==> src/rtl/rs_encoder.sv <==
// Systematic Reed-Solomon encoder: message beats stream straight through, then the
// LFSR remainder is appended as parity beats, highest-degree parity symbol first.

package gf_pkg;
    localparam int SYMB_WIDTH        = 8;
    localparam int BUS_WIDTH_IN_SYMB = 4;
    localparam int ROOTS_NUM         = 6;
    localparam logic [SYMB_WIDTH:0] PRIM_POLY = 9'h11D;

    // Shift-and-add multiply in GF(2^SYMB_WIDTH), reducing by PRIM_POLY on overflow.
    function automatic logic [SYMB_WIDTH-1:0] gf_mult(input logic [SYMB_WIDTH-1:0] a,
                                                       input logic [SYMB_WIDTH-1:0] b);
        logic [SYMB_WIDTH-1:0] acc;
        logic [SYMB_WIDTH-1:0] x;
        acc = '0;
        x   = a;
        for (int i = 0; i < SYMB_WIDTH; i++) begin
            if (b[i]) acc = acc ^ x;
            x = x[SYMB_WIDTH-1] ? ((x << 1) ^ PRIM_POLY[SYMB_WIDTH-1:0]) : (x << 1);
        end
        return acc;
    endfunction
endpackage

module rs_encoder
    import gf_pkg::*;
(
    input  logic                                              aclk,
    input  logic                                              aresetn,
    input  logic                                              s_tvalid,
    output logic                                              s_tready,
    input  logic [BUS_WIDTH_IN_SYMB-1:0][SYMB_WIDTH-1:0]      s_tdata,
    input  logic [BUS_WIDTH_IN_SYMB-1:0]                      s_tkeep,
    input  logic                                              s_tlast,
    input  logic [SYMB_WIDTH-1:0]                             gen_poly [ROOTS_NUM],
    output logic                                              m_tvalid,
    input  logic                                              m_tready,
    output logic [BUS_WIDTH_IN_SYMB-1:0][SYMB_WIDTH-1:0]      m_tdata,
    output logic [BUS_WIDTH_IN_SYMB-1:0]                      m_tkeep,
    output logic                                              m_tlast
);
    localparam int SW        = SYMB_WIDTH;
    localparam int B         = BUS_WIDTH_IN_SYMB;
    localparam int R         = ROOTS_NUM;
    localparam int PAR_BEATS = (R + B - 1) / B;
    localparam int KW        = (PAR_BEATS > 1) ? $clog2(PAR_BEATS) : 1;

    typedef enum logic {
        DATA,
        PARITY
    } state_t;

    state_t                  state_q, state_d;
    logic [R-1:0][SW-1:0]    par_q, par_d, parStep;
    logic [KW-1:0]           beat_q, beat_d;

    // Remainder after folding every kept lane of the current input beat, lane 0 first.
    always_comb begin
        logic [SW-1:0] fb;
        fb      = '0;
        parStep = par_q;
        for (int j = 0; j < B; j++) begin
            if (s_tkeep[j]) begin
                fb = s_tdata[j] ^ parStep[R-1];
                for (int i = R - 1; i >= 1; i--) begin
                    parStep[i] = parStep[i-1] ^ gf_mult(fb, gen_poly[i]);
                end
                parStep[0] = gf_mult(fb, gen_poly[0]);
            end
        end
    end

    always_comb begin
        state_d  = state_q;
        par_d    = par_q;
        beat_d   = beat_q;
        s_tready = 1'b0;
        m_tvalid = 1'b0;
        m_tdata  = '0;
        m_tkeep  = '0;
        m_tlast  = 1'b0;
        case (state_q)
            DATA: begin
                s_tready = m_tready;
                m_tvalid = s_tvalid;
                m_tdata  = s_tdata;
                m_tkeep  = s_tkeep;
                if (s_tvalid && m_tready) begin
                    par_d = parStep;
                    if (s_tlast) begin
                        state_d = PARITY;
                        beat_d  = '0;
                    end
                end
            end
            PARITY: begin
                m_tvalid = 1'b1;
                m_tlast  = (beat_q == KW'(PAR_BEATS - 1));
                // Lanes past the last parity symbol stay zero with keep cleared.
                for (int j = 0; j < B; j++) begin
                    if (int'(beat_q) * B + j < R) begin
                        m_tdata[j] = par_q[R - 1 - (int'(beat_q) * B + j)];
                        m_tkeep[j] = 1'b1;
                    end
                end
                if (m_tready) begin
                    if (beat_q == KW'(PAR_BEATS - 1)) begin
                        state_d = DATA;
                        par_d   = '0;
                        beat_d  = '0;
                    end else begin
                        beat_d = beat_q + KW'(1);
                    end
                end
            end
            default: state_d = DATA;
        endcase
    end

    always_ff @(posedge aclk or negedge aresetn) begin
        if (!aresetn) begin
            state_q <= DATA;
            par_q   <= '0;
            beat_q  <= '0;
        end else begin
            state_q <= state_d;
            par_q   <= par_d;
            beat_q  <= beat_d;
        end
    end
endmodule

==> config.mk <==
export PLATFORM = sky130hd
export DESIGN_NAME = rs_encoder
export DESIGN_NICKNAME = d
export VERILOG_FILES = /design/src/rtl/rs_encoder.sv
export SDC_FILE = /design/constraint.sdc
export NUM_CORES = 2
export LEC_CHECK = 0
export BUFFER_PORTS_ARGS = -buffer_cell sky130_fd_sc_hd__buf_2
export CAP_MARGIN = 20
export CORE_ASPECT_RATIO = 0.75
export CORE_UTILIZATION = 40
export CTS_CLUSTER_DIAMETER = 30
export DETAILED_ROUTE_END_ITERATION = 6
export GPL_ROUTABILITY_DRIVEN = 0
export GPL_TIMING_DRIVEN = 0
export MAX_ROUTING_LAYER = met4
export PLACE_DENSITY_LB_ADDON = 0.15
export SETUP_SLACK_MARGIN = 0.15
export SLEW_MARGIN = 20
export SYNTH_ARGS = -nofsm -noshare
export SYNTH_HDL_FRONTEND = slang
export SYNTH_SLANG_ARGS = --single-unit
==> constraint.sdc <==
create_clock -name aclk -period 24.4 [get_ports aclk]
set_input_delay 2.44 -clock aclk [delete_from_list [all_inputs] [get_ports aclk]]
set_output_delay 2.44 -clock aclk [all_outputs]
set_load 0.02 [all_outputs]
Word-level counts from Yosys, hierarchy flattened:

Cells that the tools add are included.

* register bits after elaboration: 50
* input bits: 89
* output and inout bits: 39
* word-level logic and storage cells: 703

* add/subtract/negate cells: 8
* order comparisons: 8
* equal/unequal tests: 4
* mux-type cells: 451
* bitwise logic cells: 221
* reduce and logical (&&, ||, !) cells: 3

Operator list (count)
* $mux W8: 392
* $xor A8 B8 Y8: 192
* $mux W48: 7
* $mux W5: 28
* $not A4 Y4: 28
* $bmux W8 S3: 4
* $lt A32 B4 Y1 const B: 3
* $pmux W48 S2: 1
* $pmux W32 S2: 1
* $lt A5 B5 Y1 const B: 3
* $sub A3 B4 Y5 const A: 3
* $mux W1: 14
* $add A3 B2 Y4 const B: 2
* $pmux W4 S2: 1
* $ne A2 B2 Y1 const B: 3
* $pmux W1 S2: 3
* $reduce_and A3 Y1: 2
* $lt A4 B5 Y1 const B: 1
* $add A3 B1 Y4 const B: 1
* $sub A3 B3 Y4 const A: 1
* $lt A3 B3 Y1 const B: 1
* $ne A2 B1 Y1 const B: 1
* $add A1 B1 Y1 const B: 1
* $logic_and A1 B1 Y1: 1
* $not A1 Y1: 1

Logic depth before layout (Yosys ltp):

* depth in word-level cells: 106
* gate-level depth with buffers: 35
* gate-level depth less buffers: 27

Worst setup path before layout:

Ideal clock, no wire load.

* kind: input-to-reg
* from: in s_tdata[0] (netlist name)
* to: reg par_q[5] (netlist name)
* library setup time: 0.065 ns
* data arrival time: 10.215 ns
* required time: 24.335 ns
* path slack: 14.119 ns
* stages: 28
* buffers on the path: 1
* cells stage by stage: xnor2_2 xnor3_1 xnor2_1 a222oi_1 xor3_1 mux2i_4 xnor3_1 xor2_2 or2_2 o21ai_0 o2bb2ai_1 xnor3_1 a21boi_4 xnor3_1 xor2_1 mux2_2 a22oi_1 xnor3_1 a21oi_4 xnor2_4 xnor3_1 xnor3_1 buf_2 o211ai_1 a211o_1 a211oi_1 nand3b_1 a22o_1

* word-level cells in the longest chain between the ends: 100
* elaborated cells between the ends (all ways): 275
* classes of those cells: 176 x mux; 99 x bitwise

RTL lines
* from (decl): line 32 `input logic [BUS_WIDTH_IN_SYMB-1:0][SYMB_WIDTH-1:0] s_tdata,`
* $xor A8 B8 Y8 *: line 64 `fb = s_tdata[j] ^ parStep[R-1];`
* $mux W5: line 19 `x = x[SYMB_WIDTH-1] ? ((x << 1) ^ PRIM_POLY[SYMB_WIDTH-1:0]) : (x << 1);`
* $not A4 Y4 (no source line) or $xor A8 B8 Y8 (tied branches)
* $mux W5 or $mux W8 (tied branches): line 19, 18
* $xor A8 B8 Y8 or $mux W8 (tied branches): line 18, 63
* $mux W8 or $xor A8 B8 Y8 (tied branches): line 18 `if (b[i]) acc = acc ^ x;`
* $mux W8 (on tied branches): line 63, 18
* $xor A8 B8 Y8 or $mux W8 (tied branches): line 18, 63
* (+84 left out)
* $xor A8 B8 Y8: line 18
* $mux W8: line 18
* $mux W8: line 63 `if (s_tkeep[j]) begin`
* $xor A8 B8 Y8: line 18
* $mux W8: line 18
* $mux W48 *: line 63
* $mux W48 *: line 88 `if (s_tvalid && m_tready) begin`
* $pmux W48 S2 *: line 82 `case (state_q)`
* to (signal assigned): line 127 `par_q <= par_d;`
* to (decl): line 54 `logic [R-1:0][SW-1:0] par_q, par_d, parStep;`

Every way passes the cells marked *; elsewhere a longest branch is shown, timed or not. The select of a mux whose other input is x is not followed.
A chain may end at the register's enable or synchronous reset.

Worst setup path in the final report:

* from: in s_tdata[0] (netlist name)
* to: reg par_q[21] (netlist name)

* word-level cells in the longest chain between the ends: 102
* elaborated cells between the ends (all ways): 371
* classes of those cells: 238 x mux; 133 x bitwise

RTL lines
* $xor A8 B8 Y8 *: line 64
* $mux W5: line 19
* $not A4 Y4 (no source line) or $xor A8 B8 Y8 (tied branches)
* $mux W5 or $mux W8 (tied branches): line 19, 18
* $xor A8 B8 Y8 or $mux W8 (tied branches): line 18, 63
* $mux W8 or $xor A8 B8 Y8 (tied branches): line 18
* $mux W8 (on tied branches): line 63, 18
* $xor A8 B8 Y8 or $mux W8 (tied branches): line 18, 63
* (+86 left out)
* $mux W8: line 63
* $xor A8 B8 Y8: line 18
* $mux W8: line 18
* $mux W8: line 63
* $xor A8 B8 Y8: line 66 `parStep[i] = parStep[i-1] ^ gf_mult(fb, gen_poly[i]);`
* $mux W48 *: line 63
* $mux W48 *: line 88
* $pmux W48 S2 *: line 82

Marks and branches as above.

==> flow_metrics.py <==
metrics = {
    "status": {
        "status": "finished, final reports clean",
    },
    "worst_setup_path": {
        "cp.required_ns": 24.57,
        "r2r_slack_ns": 11.19,
        "arrival_ns": 15.00,
        "cp-end-kind": "register",
        "r2r-start": "par_q[40]$_DFFE_PN0P_",
        "slowest_delay_ns": 0.91,
        "cp_max_fo": 10,
        "start_kind": "input port",
        "crit_type": "in -> reg",
        "startpoint": "s_tdata[0]",
        "critPathMostFrequentCell": "xnor3_1",
        "crit_slowest_cell": "xor2_1",
    },
    "synth": {
        "synth_ff_type": "dfrtp_1",
        "synth.area.top_cells": "xnor2_1 31%, nand2_1 17%, xnor3_1 9.7%, xor2_1 6.6%, dfrtp_1 4.2%",
        "synth_cell_type_count": 82,
        "synth_area_per_cell_um2": 6.86,
        "ys_warn_count": 0,
        "yosysTopAreaCell": "xnor2_1",
        "synthArstFlopShare": 1.00,
        "synth_top_area_frac": 0.309,
        "ys_ff_latch": 50,
        "syn-cell-area_um2": 29600,
        "netlist_instances": 4320,
        "seq_area_frac_synth": 0.0422,
        "synth_edf_count": 0,
        "synth_nets": 4409,
    },
    "clock_tree": {
        "ctsRootBufferMaster": "clkbuf_16",
        "postCtsResizedCells": 0,
        "htreeDepth": 2,
        "clk_latency_ns": 0.32,
        "cts_sinks": 50,
        "clkTransAtPathRegs_ns": 0.09,
        "hold_buffers": 0,
        "ctsLongestPathBuffers": 2,
        "cts_buffers": 5,
        "post_cts_buffers": 0,
        "cts_tree": "done",
    },
    "timing": {
        "worstMarginPinSlew_ns": 1.24,
        "rsz0062_at_grt": "false",
        "relSlewSlack": 0.173,
        "finalSetupTns_ns": 0,
        "max_freq_mhz": 67.4,
        "fin_crit_ns": 14.84,
        "hold_violations": 0,
        "fin_crit_sh": 0.608,
        "setup_viol": 0,
        "slew_violations": 0,
        "fin_skew_ns": 0.0136,
    },
    "finish": {
        "nets": 4512,
        "final_cells": 5398,
        "area_growth_pct": 6.63,
        "fillCellCount": 7830,
        "final_area_um2": 31600,
        "drive_gt1_frac": 0.0533,
        "layout_common_cells": "1,351 x nand2_1, 1,038 x xnor2_1, 234 x clkbuf_1",
        "mostFrequentLayoutCell": "nand2_1",
    },
    "drt": {
        "wl_um": 155000,
        "drtIter0Drc": 5372,
        "drt-pass1-iter-count": 6,
        "via_per_inst": 5.98,
        "via_count": 32300,
        "drc": 0,
        "routedWlPerCell_um": 28.7,
        "ant_nets": 0,
    },
    "die": {
        "die_w_um": 316,
        "core_area_um2": 73400,
        "num_rows": 86,
        "die_area_um2": 75100,
        "die_y_um": 238,
        "io_pins": 128,
        "start_util": 0.404,
    },
    "global_routing": {
        "overflow": 0,
        "groute.usage.overall": 0.412,
        "grt_pass1_vias": 28800,
        "antenna_found_initial": 5,
        "grt_max_degree": 51,
        "grt_first_pass_wirelength_um": 217000,
    },
    "hold_path": {
        "min_from": "par_q[45]$_DFFE_PN0P_",
        "hp-class": "reg -> reg",
    },
    "run": {
        "drv_cap": 0,
    },
    "place": {
        "io_buffers": 93,
        "dp_hpwl_um": 120000,
        "dpl.cell_count": 5384,
        "placed_cell_area_um2": 31400,
    },
}
[final cells by class]
cell class	count	area, um^2	area share
clock buffer	5	125	0.00396
timing repair buffer	96	502	0.0159
buffer	386	1530	0.0485
tap	968	1210	0.0384
sequential	50	1250	0.0396
clock inverter	3	43.8	0.00139
inverter	36	135	0.00428
multi-input combinational	3848	26800	0.848
antenna	6	15.0	0.000475
[Yosys cell counts, drive strengths merged (29+ instances only)]
cell       n
xnor2   1071
clkbuf   234
buf      152
o221ai    29
inv       30
o211ai    32
xor2     228
dfrtp     50
nand2   1351
xnor3    129
a21oi    135
mux2i     95
a22oi     64
nor2     230
o21ai    179
[critical path, delay by kind of cell]
kind,cells,cell delay (ns)
buf+inv,5,2.07
compound gates,4,0.69
xor+xnor,15,7.39
simple gates,8,2.36
[path summary, 6_finish.rpt]
check,endpoint,depth (start not counted)
min,par_q[45]$_DFFE_PN0P_,3
min in group asynchronous,par_q[9]$_DFFE_PN0P_,1
max reg2reg,par_q[21]$_DFFE_PN0P_,32
max,par_q[21]$_DFFE_PN0P_,32
min reg2reg,par_q[45]$_DFFE_PN0P_,3
max in group asynchronous,par_q[45]$_DFFE_PN0P_,1
[through the flow]
stage	hold slack [ns]	setup slack [ns]	util
after floorplan	0.502	14.12	-
after global placement	0.710	9.63	0.426
after detailed placement	0.708	10.13	0.428
after CTS	0.728	10.43	0.430
after global routing	0.741	9.75	0.430
final	0.723	9.56	0.430
[logic make-up (layout without fill, tap and decap cells)]
logic type             count (synthesis)  in the layout  share of synthesized area
AO/OA/AOI/OAI                        584            584                      0.129
XOR/XNOR                            1443           1443                      0.505
buffers and inverters                422            526                     0.0563
flip-flops                            50             50                     0.0422
multiplexers                         114            114                     0.0413
other                                  0              6                          0
AND/OR/NAND/NOR                     1707           1707                      0.226
[metal layers]
metal / wire [um] / GRT usage / part of all wire
met5: 0 / - / 0
met4: 7030 / 0.148 / 0.045
met3: 26300 / 0.153 / 0.17
met2: 58200 / 0.530 / 0.38
met1: 63300 / 0.573 / 0.41
[registers in the layout, summed over array words and instances, names as in the netlist]
register and flops:
par_q 48, beat_q 1, state_q 1
Power is left out: the tool's default activity adds up to more than one toggle a clock period on the data nets, which glitch-free logic cannot reach.
